`src/rtl/sc_lives_levels_counter.sv`:
```
// Lives/level bookkeeping for the game state machine: falling-edge request
// detection, saturating counters and a PLAY/GAMEOVER/WIN state register.
module sc_lives_levels_counter #(
  parameter int unsigned LIVES_INIT = 3,
  parameter int unsigned LEVEL_MAX  = 3,
  parameter int unsigned CNT_WIDTH  = 3
) (
  input  logic                 SC_STATEMACHINEGENERAL_CLOCK_50,
  input  logic                 SC_STATEMACHINEGENERAL_RESET_InHigh,
  input  logic                 SC_LIVES_LEVELS_COUNTER_contador_vidas_InLow,
  input  logic                 SC_LIVES_LEVELS_COUNTER_contador_niveles_InLow,
  input  logic                 SC_LIVES_LEVELS_COUNTER_clear_InLow,
  output logic [CNT_WIDTH-1:0] SC_LIVES_LEVELS_COUNTER_lives_Out,
  output logic [CNT_WIDTH-1:0] SC_LIVES_LEVELS_COUNTER_level_Out,
  output logic                 SC_LIVES_LEVELS_COUNTER_COMPARATOR_LIVES_Out,
  output logic                 SC_LIVES_LEVELS_COUNTER_COMPARATOR_LEVELS_Out,
  output logic                 SC_LIVES_LEVELS_COUNTER_event_ack_Out
);

  localparam logic [CNT_WIDTH-1:0] LIVES_INIT_C = CNT_WIDTH'(LIVES_INIT);
  localparam logic [CNT_WIDTH-1:0] LEVEL_MAX_C  = CNT_WIDTH'(LEVEL_MAX);
  localparam logic [CNT_WIDTH-1:0] ONE_C        = CNT_WIDTH'(1);

  typedef enum logic [1:0] {
    ST_PLAY,
    ST_GAMEOVER,
    ST_WIN
  } state_t;

  logic clk;
  logic rst;
  logic clr_n;

  assign clk   = SC_STATEMACHINEGENERAL_CLOCK_50;
  assign rst   = SC_STATEMACHINEGENERAL_RESET_InHigh;
  assign clr_n = SC_LIVES_LEVELS_COUNTER_clear_InLow;

  state_t               state_q, state_d;
  logic [CNT_WIDTH-1:0] lives_q, lives_d;
  logic [CNT_WIDTH-1:0] level_q, level_d;
  logic                 ack_q, ack_d;

  // Per request: sample (s), previous sample (h), and a block flag that
  // suppresses a request already held low across a clear until it rises.
  logic vid_s_q, vid_h_q, vid_blk_q;
  logic niv_s_q, niv_h_q, niv_blk_q;
  logic life_ev, level_ev;

  always_ff @(posedge clk or posedge rst) begin
    if (rst) begin
      vid_s_q   <= 1'b1;
      vid_h_q   <= 1'b1;
      vid_blk_q <= 1'b0;
      niv_s_q   <= 1'b1;
      niv_h_q   <= 1'b1;
      niv_blk_q <= 1'b0;
    end else if (!clr_n) begin
      vid_s_q   <= 1'b1;
      vid_h_q   <= 1'b1;
      vid_blk_q <= ~SC_LIVES_LEVELS_COUNTER_contador_vidas_InLow;
      niv_s_q   <= 1'b1;
      niv_h_q   <= 1'b1;
      niv_blk_q <= ~SC_LIVES_LEVELS_COUNTER_contador_niveles_InLow;
    end else begin
      vid_s_q   <= SC_LIVES_LEVELS_COUNTER_contador_vidas_InLow;
      vid_h_q   <= vid_s_q;
      vid_blk_q <= vid_blk_q & ~SC_LIVES_LEVELS_COUNTER_contador_vidas_InLow;
      niv_s_q   <= SC_LIVES_LEVELS_COUNTER_contador_niveles_InLow;
      niv_h_q   <= niv_s_q;
      niv_blk_q <= niv_blk_q & ~SC_LIVES_LEVELS_COUNTER_contador_niveles_InLow;
    end
  end

  assign life_ev  = vid_h_q & ~vid_s_q & ~vid_blk_q;
  assign level_ev = niv_h_q & ~niv_s_q & ~niv_blk_q;

  always_ff @(posedge clk or posedge rst) begin
    if (rst) begin
      state_q <= ST_PLAY;
      lives_q <= LIVES_INIT_C;
      level_q <= '0;
      ack_q   <= 1'b0;
    end else begin
      state_q <= state_d;
      lives_q <= lives_d;
      level_q <= level_d;
      ack_q   <= ack_d;
    end
  end

  always_comb begin
    state_d = state_q;
    lives_d = lives_q;
    level_d = level_q;
    ack_d   = 1'b0;
    if (!clr_n) begin
      state_d = ST_PLAY;
      lives_d = LIVES_INIT_C;
      level_d = '0;
    end else begin
      case (state_q)
        ST_PLAY: begin
          // Life loss wins a same-cycle collision; the level-up is dropped.
          if (life_ev) begin
            if (lives_q != '0) begin
              lives_d = lives_q - ONE_C;
              ack_d   = 1'b1;
              if (lives_q == ONE_C) state_d = ST_GAMEOVER;
            end
          end else if (level_ev) begin
            if (level_q != LEVEL_MAX_C) begin
              level_d = level_q + ONE_C;
              ack_d   = 1'b1;
              if (level_q + ONE_C == LEVEL_MAX_C) state_d = ST_WIN;
            end
          end
        end
        ST_GAMEOVER: state_d = ST_GAMEOVER;
        ST_WIN:      state_d = ST_WIN;
        default:     state_d = ST_PLAY;
      endcase
    end
  end

  assign SC_LIVES_LEVELS_COUNTER_lives_Out             = lives_q;
  assign SC_LIVES_LEVELS_COUNTER_level_Out             = level_q;
  assign SC_LIVES_LEVELS_COUNTER_COMPARATOR_LIVES_Out  = (lives_q == '0);
  assign SC_LIVES_LEVELS_COUNTER_COMPARATOR_LEVELS_Out = (level_q == LEVEL_MAX_C);
  assign SC_LIVES_LEVELS_COUNTER_event_ack_Out         = ack_q;

endmodule

```
`config.mk`:
```
export PLATFORM = sky130hd
export DESIGN_NAME = sc_lives_levels_counter
export DESIGN_NICKNAME = d
export VERILOG_FILES = /design/src/rtl/sc_lives_levels_counter.sv
export SDC_FILE = /design/constraint.sdc
export NUM_CORES = 1
export LEC_CHECK = 0
export BUFFER_PORTS_ARGS = -buffer_cell sky130_fd_sc_hd__clkbuf_2
export CAP_MARGIN = 10
export CORE_UTILIZATION = 55
export CTS_CLUSTER_SIZE = 8
export DETAILED_ROUTE_END_ITERATION = 8
export GPL_TIMING_DRIVEN = 0
export HOLD_SLACK_MARGIN = 0.03
export PLACE_DENSITY = 0.79
export SETUP_SLACK_MARGIN = 0.4
export SYNTH_ARGS = -nofsm -noshare
export SYNTH_HDL_FRONTEND = slang
export SYNTH_SLANG_ARGS = --single-unit
```
`constraint.sdc`:
```
create_clock -name SC_STATEMACHINEGENERAL_CLOCK_50 -period 4 [get_ports SC_STATEMACHINEGENERAL_CLOCK_50]
set_clock_uncertainty 0.05 [all_clocks]
set_input_delay 0.6 -clock SC_STATEMACHINEGENERAL_CLOCK_50 [delete_from_list [all_inputs] [get_ports SC_STATEMACHINEGENERAL_CLOCK_50]]
set_output_delay 0.6 -clock SC_STATEMACHINEGENERAL_CLOCK_50 [all_outputs]
set_load 0.05 [all_outputs]
```
# [Word-level counts from Yosys, hierarchy flattened]
# Cells that the tools add are included.
[word_totals] regBits=15 in_bits=5 out_inout_bits=9 word_cells=76
[classes] n_addsub=2 eq_ne=17 muxes=29 bitwise=12 n_reduce_logical=6
[ops] cell="two-way mux 3 bit" count=9
[ops] cell="inequality test 4 bit, second input constant" count=5
[ops] cell="two-way mux 2 bit" count=7
[ops] cell="two-way mux 1 bit" count=12
[ops] cell="inequality test 2 x 1 -> 1 bit, second input constant" count=5
[ops] cell="AND 1 bit" count=6
[ops] cell="== test 3 x 2 -> 1 bit, second input constant" count=2
[ops] cell="NOT 1 bit" count=6
[ops] cell="case mux 2 bit (3 select lines)" count=1
[ops] cell="AND reduction 5 bit" count=1
[ops] cell="AND reduction 4 bit" count=1
[ops] cell="adder 3 x 1 -> 3 bit, second input constant" count=1
[ops] cell="== test 3 x 1 -> 1 bit, second input constant" count=1
[ops] cell="zero test 3 bit" count=1
[ops] cell="inequality test 3 x 2 -> 1 bit, second input constant" count=1
[ops] cell="AND reduction 3 bit" count=1
[ops] cell="nonzero test 3 bit" count=1
[ops] cell="subtractor 3 x 1 -> 3 bit, second input constant" count=1
[ops] cell="== test 2 x 1 -> 1 bit, second input constant" count=1
[ops] cell="== test 2 bit, second input constant" count=1
[ops] cell="zero test 2 bit" count=1
[ops] cell="inequality test 2 bit, second input constant" count=1

# [Logic depth before layout (Yosys ltp)]
[logic_depth] word_depth=8 depth_mapped=6 depth_no_buf=5

# [Worst setup path before layout]
# No wires, ideal clock.
[synth_path] kind="flip-flop to flip-flop" start="register level_q[0] (netlist: SC_LIVES_LEVELS_COUNTER_level_Out[0])" end="register level_q[0] (netlist: SC_LIVES_LEVELS_COUNTER_level_Out[0])" setup_time_ps=79 arrival_time_ps=2224 required_ps=3871 setup_slack_ps=1647 path_stages_with_launch=6 n_path_buf=0 path_cell_list="dfrtp_1 ha_1 ha_1 nor4b_1 and3_1 mux2i_1"
[synth_between] elab_chain_cells=6
[synth_lines] element="start: declaration" line="40" rtl="logic [CNT_WIDTH-1:0] level_q, level_d;"
[synth_lines] element="start signal: assignment" line="86" rtl="level_q <= level_d;"
[synth_lines] element="adder 3 x 1 -> 3 bit" line="112" rtl="level_d = level_q + ONE_C;"
[synth_lines] element="two-way mux 3 bit" line="111" rtl="if (level_q != LEVEL_MAX_C) begin"
[synth_lines] element="two-way mux 3 bit" line="110" rtl="end else if (level_ev) begin"
[synth_lines] element="two-way mux 3 bit" line="104" rtl="if (life_ev) begin"
[synth_lines] element="two-way mux 3 bit" line="101" rtl="case (state_q)"
[synth_lines] element="two-way mux 3 bit" line="96" rtl="if (!clr_n) begin"
# Several ways; a longest one is shown, not always the timed one. The select of a mux whose other input is x is not followed.
# A chain may end at the register's enable or synchronous reset.

# [Worst setup path after layout]
[layout_path] start="register lives_q[0] (netlist: SC_LIVES_LEVELS_COUNTER_lives_Out[0])" end="output port SC_LIVES_LEVELS_COUNTER_COMPARATOR_LIVES_Out"
[layout_between] elab_chain_cells=1
[layout_lines] element="start: declaration" line="39" rtl="logic [CNT_WIDTH-1:0] lives_q, lives_d;"
[layout_lines] element="start signal: assignment" line="85" rtl="lives_q <= lives_d;"
[layout_lines] element="zero test 3 bit" line="127" rtl="assign SC_LIVES_LEVELS_COUNTER_COMPARATOR_LIVES_Out = (lives_q == '0);"
[layout_lines] element="end: declaration" line="15" rtl="output logic SC_LIVES_LEVELS_COUNTER_COMPARATOR_LIVES_Out,"
# No other way between the ends.

==> flow_metrics.tcl <==
set metrics [dict create \
    routed_via_density 5.42 \
    clk_path_buf_depth 2 \
    status "finished clean" \
    syn_to_final_growth_pct 14.7 \
    finalSetupViolations 0 \
    ys.flop_type "dfrtp_1" \
    drc 0 \
    fillers 93 \
    n_antenna_cell 0 \
    num_rows 12 \
    cpPeakStageDelay_ns 0.57 \
    grt-ovfl-total 0 \
    postSynthAreaPerCell_um2 10.7 \
    start_util_pct 63.3 \
    cp.required_ns 3.35 \
    dr_wl_met2_um 586 \
    die_area_um2 1520 \
    finalHoldViolCount 0 \
    ctsHoldBuffers 0 \
    synth_cell_types 25 \
    cp-endpoint "SC_LIVES_LEVELS_COUNTER_COMPARATOR_LIVES_Out" \
    wire_per_inst_um 12.4 \
    synth.top_cells.by_count "dfrtp_1 (9), inv_1 (7), dfstp_2 (6), ha_1 (6), nand2b_1 (6)" \
    root_buffer "clkbuf_4" \
    drt-met1-wl_um 584 \
    die_height_um 38.9 \
    wl_met3_um 57 \
    setup_ws_ns 1.67 \
    startpoint_type "register" \
    core_um2 1190 \
    critical_path_class "register to primary output" \
    htree_levels 1 \
    maxCapViolCount 0 \
    drive_gt1_share_pct 28.7 \
    grt_pass1_vias 495 \
    crit_start "SC_LIVES_LEVELS_COUNTER_lives_Out[0]$_DFFE_PP1P_" \
    rsz0062_at_grt "false" \
    crit_arrival_ns 1.68 \
    fin_nets 99 \
    rr_startpoint "SC_LIVES_LEVELS_COUNTER_level_Out[0]$_DFFE_PP0P_" \
    clk_latency_ns 0.29 \
    synth.yosys.seq_area_share_pct 51.0 \
    highest_layer "met4" \
    setup_tns_ns 0 \
    synth_top_area_share_pct 30.0 \
    io_pins 14 \
    synth-seq-cells 15 \
    ir_worst_vdd_mv 0.264 \
    drtPass1Iterations 3 \
    cp-end-kind "primary output" \
    finalCriticalPeriod_ns 2.33 \
    cts_buffers 3 \
    worst_pin_slew_ns 0.650 \
    slowest_stage "dfstp_2" \
    cts_num_sinks 15 \
    synth_edf_count 0 \
    grt_pass1_wl_um 2070 \
    post-route-period-util_pct 58.2 \
    r2r_slack_ns 1.89 \
    drt_iter0_drc 7 \
    slew_violations 0 \
    cts_setup_buffers 0 \
    hpwlAfterDp_um 919 \
    async_flop_share_pct 100 \
    port_buffers 13 \
    cts_tree "yes" \
    synth_nets 81 \
    grt_max_degree 16 \
    syn_inst 70 \
    synth_area_leaders "dfrtp_1 (30%), dfstp_2 (21%), ha_1 (10%), nand2b_1 (5.0%), mux2i_1 (4.0%)" \
    netlist_area_um2 751 \
    critPathMaxFanout 7 \
    wl_um 1260 \
    via_count 547 \
    dp_worst_setup_slack_ns 1.91 \
    ys_warn_count 0 \
    antenna_left 0 \
    crit_chain "inv_1 > ha_1 > nor2b_1 > clkbuf_1 > clkbuf_2" \
    die_w_um 38.9 \
    yosys.area.top_type "dfrtp_1" \
    grt_usage_pct 21.7 \
    relSlewSlack_pct 56.0 \
    synth.most_common_cell "dfrtp_1" \
    p_per_area_nw_per_um2 343 \
    ctsResizeCount 0 \
    holdCritPathClass "input port to asynchronous set/reset pin" \
    antenna_found_initial 0 \
    fmax_mhz 430 \
    r2r-end "SC_LIVES_LEVELS_COUNTER_level_Out[1]$_DFFE_PP0P_" \
    leakage_nw 0.438 \
    clk_pin_slew_ns 0.09 \
    reg2regPathDepth 5 \
    gp_congestion 0.748 \
]
-- per-stage QoR --
step                      area, µm²  total power, mW  hold slack, ns  cells  util [%]
after CTS                       861            0.298           0.297    101      72.6
after detailed placement        833            0.212           0.415     97      70.3
after floorplan                 751            0.200           0.396     70         -
after global routing            861            0.308           0.319    101      72.6
after global placement          833            0.210           0.420     97      70.3
final                           861            0.295           0.279    101      72.6
-- cell families (layout without fill, tap and decap cells) --
family | after synthesis | count (layout) | share of synthesized area [%]
AND/OR/NAND/NOR | 28 | 28 | 22.2
flip-flops | 15 | 15 | 51.0
buffers and inverters | 10 | 27 | 5.17
AO/OA/AOI/OAI | 8 | 8 | 7.67
adder cells (fa/ha/maj) | 6 | 6 | 10.0
multiplexers | 3 | 3 | 4.00
-- area by class of cell --
type / instances / area (µm²) / area share, %
clock buffers: 3 / 22.5 / 2.62
repair buffers: 13 / 65.1 / 7.56
multi-input cells: 45 / 329 / 38.2
inverters: 7 / 26.3 / 3.05
clock inverters: 1 / 5.00 / 0.581
flip-flops and latches: 15 / 383 / 44.5
well taps: 14 / 17.5 / 2.03
plain buffers: 3 / 12.5 / 1.45
-- report_power, final --
group	leakage (nW)	switching [mW]	internal (mW)
combinational	0.235	0.0298	0.0134
clock	0.0177	0.0494	0.0372
sequential	0.185	0.00474	0.161
total	0.438	0.0840	0.211
-- critical path: cells and delay by family (launching register included) --
family | cells | cell delay (ns)
flops | 1 | 0.57
buf+inv | 3 | 0.49
fa+ha+maj | 1 | 0.20
simple gates | 1 | 0.13
-- layer usage --
layer	track usage (%)	vias up
met4	12.9	0
met1	26.2	254
met5	0	-
met3	8.67	5
met2	32.1	12
li1	-	276
-- sequential cells by signal, summed over array words and instances (netlist names) --
register and cells:
vid_h_q 1, vid_blk_q 1, vid_s_q 1, niv_blk_q 1
niv_s_q 1, SC_LIVES_LEVELS_COUNTER_event_ack_Out 1, SC_LIVES_LEVELS_COUNTER_lives_Out 3, state_q 2
niv_h_q 1, SC_LIVES_LEVELS_COUNTER_level_Out 3
-- placed cells by master (no fill, tap or decap) --
cell / n
nand3_1: 2
o211a_1: 1
a31oi_1: 1
nor4b_1: 2
nor3b_1: 3
mux2i_1: 3
nor2_1: 3
and3_1: 1
a41oi_1: 1
o31ai_1: 2
a211oi_1: 1
or3b_1: 1
a21oi_1: 2
inv_1: 7
or4_1: 2
nand2_1: 5
nor2b_1: 1
nand2b_1: 6
clkinv_2: 1
ha_1: 6
clkbuf_4: 3
dfrtp_1: 9
clkbuf_2: 14
nand4_1: 1
dfstp_2: 6
clkbuf_1: 2
or2_2: 1
-- how the worst min path moves through the flow --
stage	start	to	slack [ns]
floorplan	state_q[0]$_DFFE_PP0P_	state_q[1]$_DFFE_PP0P_	0.40
global placement	state_q[1]$_DFFE_PP0P_	state_q[0]$_DFFE_PP0P_	0.42
detailed placement	state_q[1]$_DFFE_PP0P_	state_q[0]$_DFFE_PP0P_	0.41
CTS	SC_STATEMACHINEGENERAL_RESET_InHigh	vid_blk_q$_DFF_PP0_	0.30
global route	SC_STATEMACHINEGENERAL_RESET_InHigh	SC_LIVES_LEVELS_COUNTER_level_Out[2]$_DFFE_PP0P_	0.32
finish	SC_STATEMACHINEGENERAL_RESET_InHigh	niv_blk_q$_DFF_PP0_	0.28
Power figures use the tool's default switching activity.
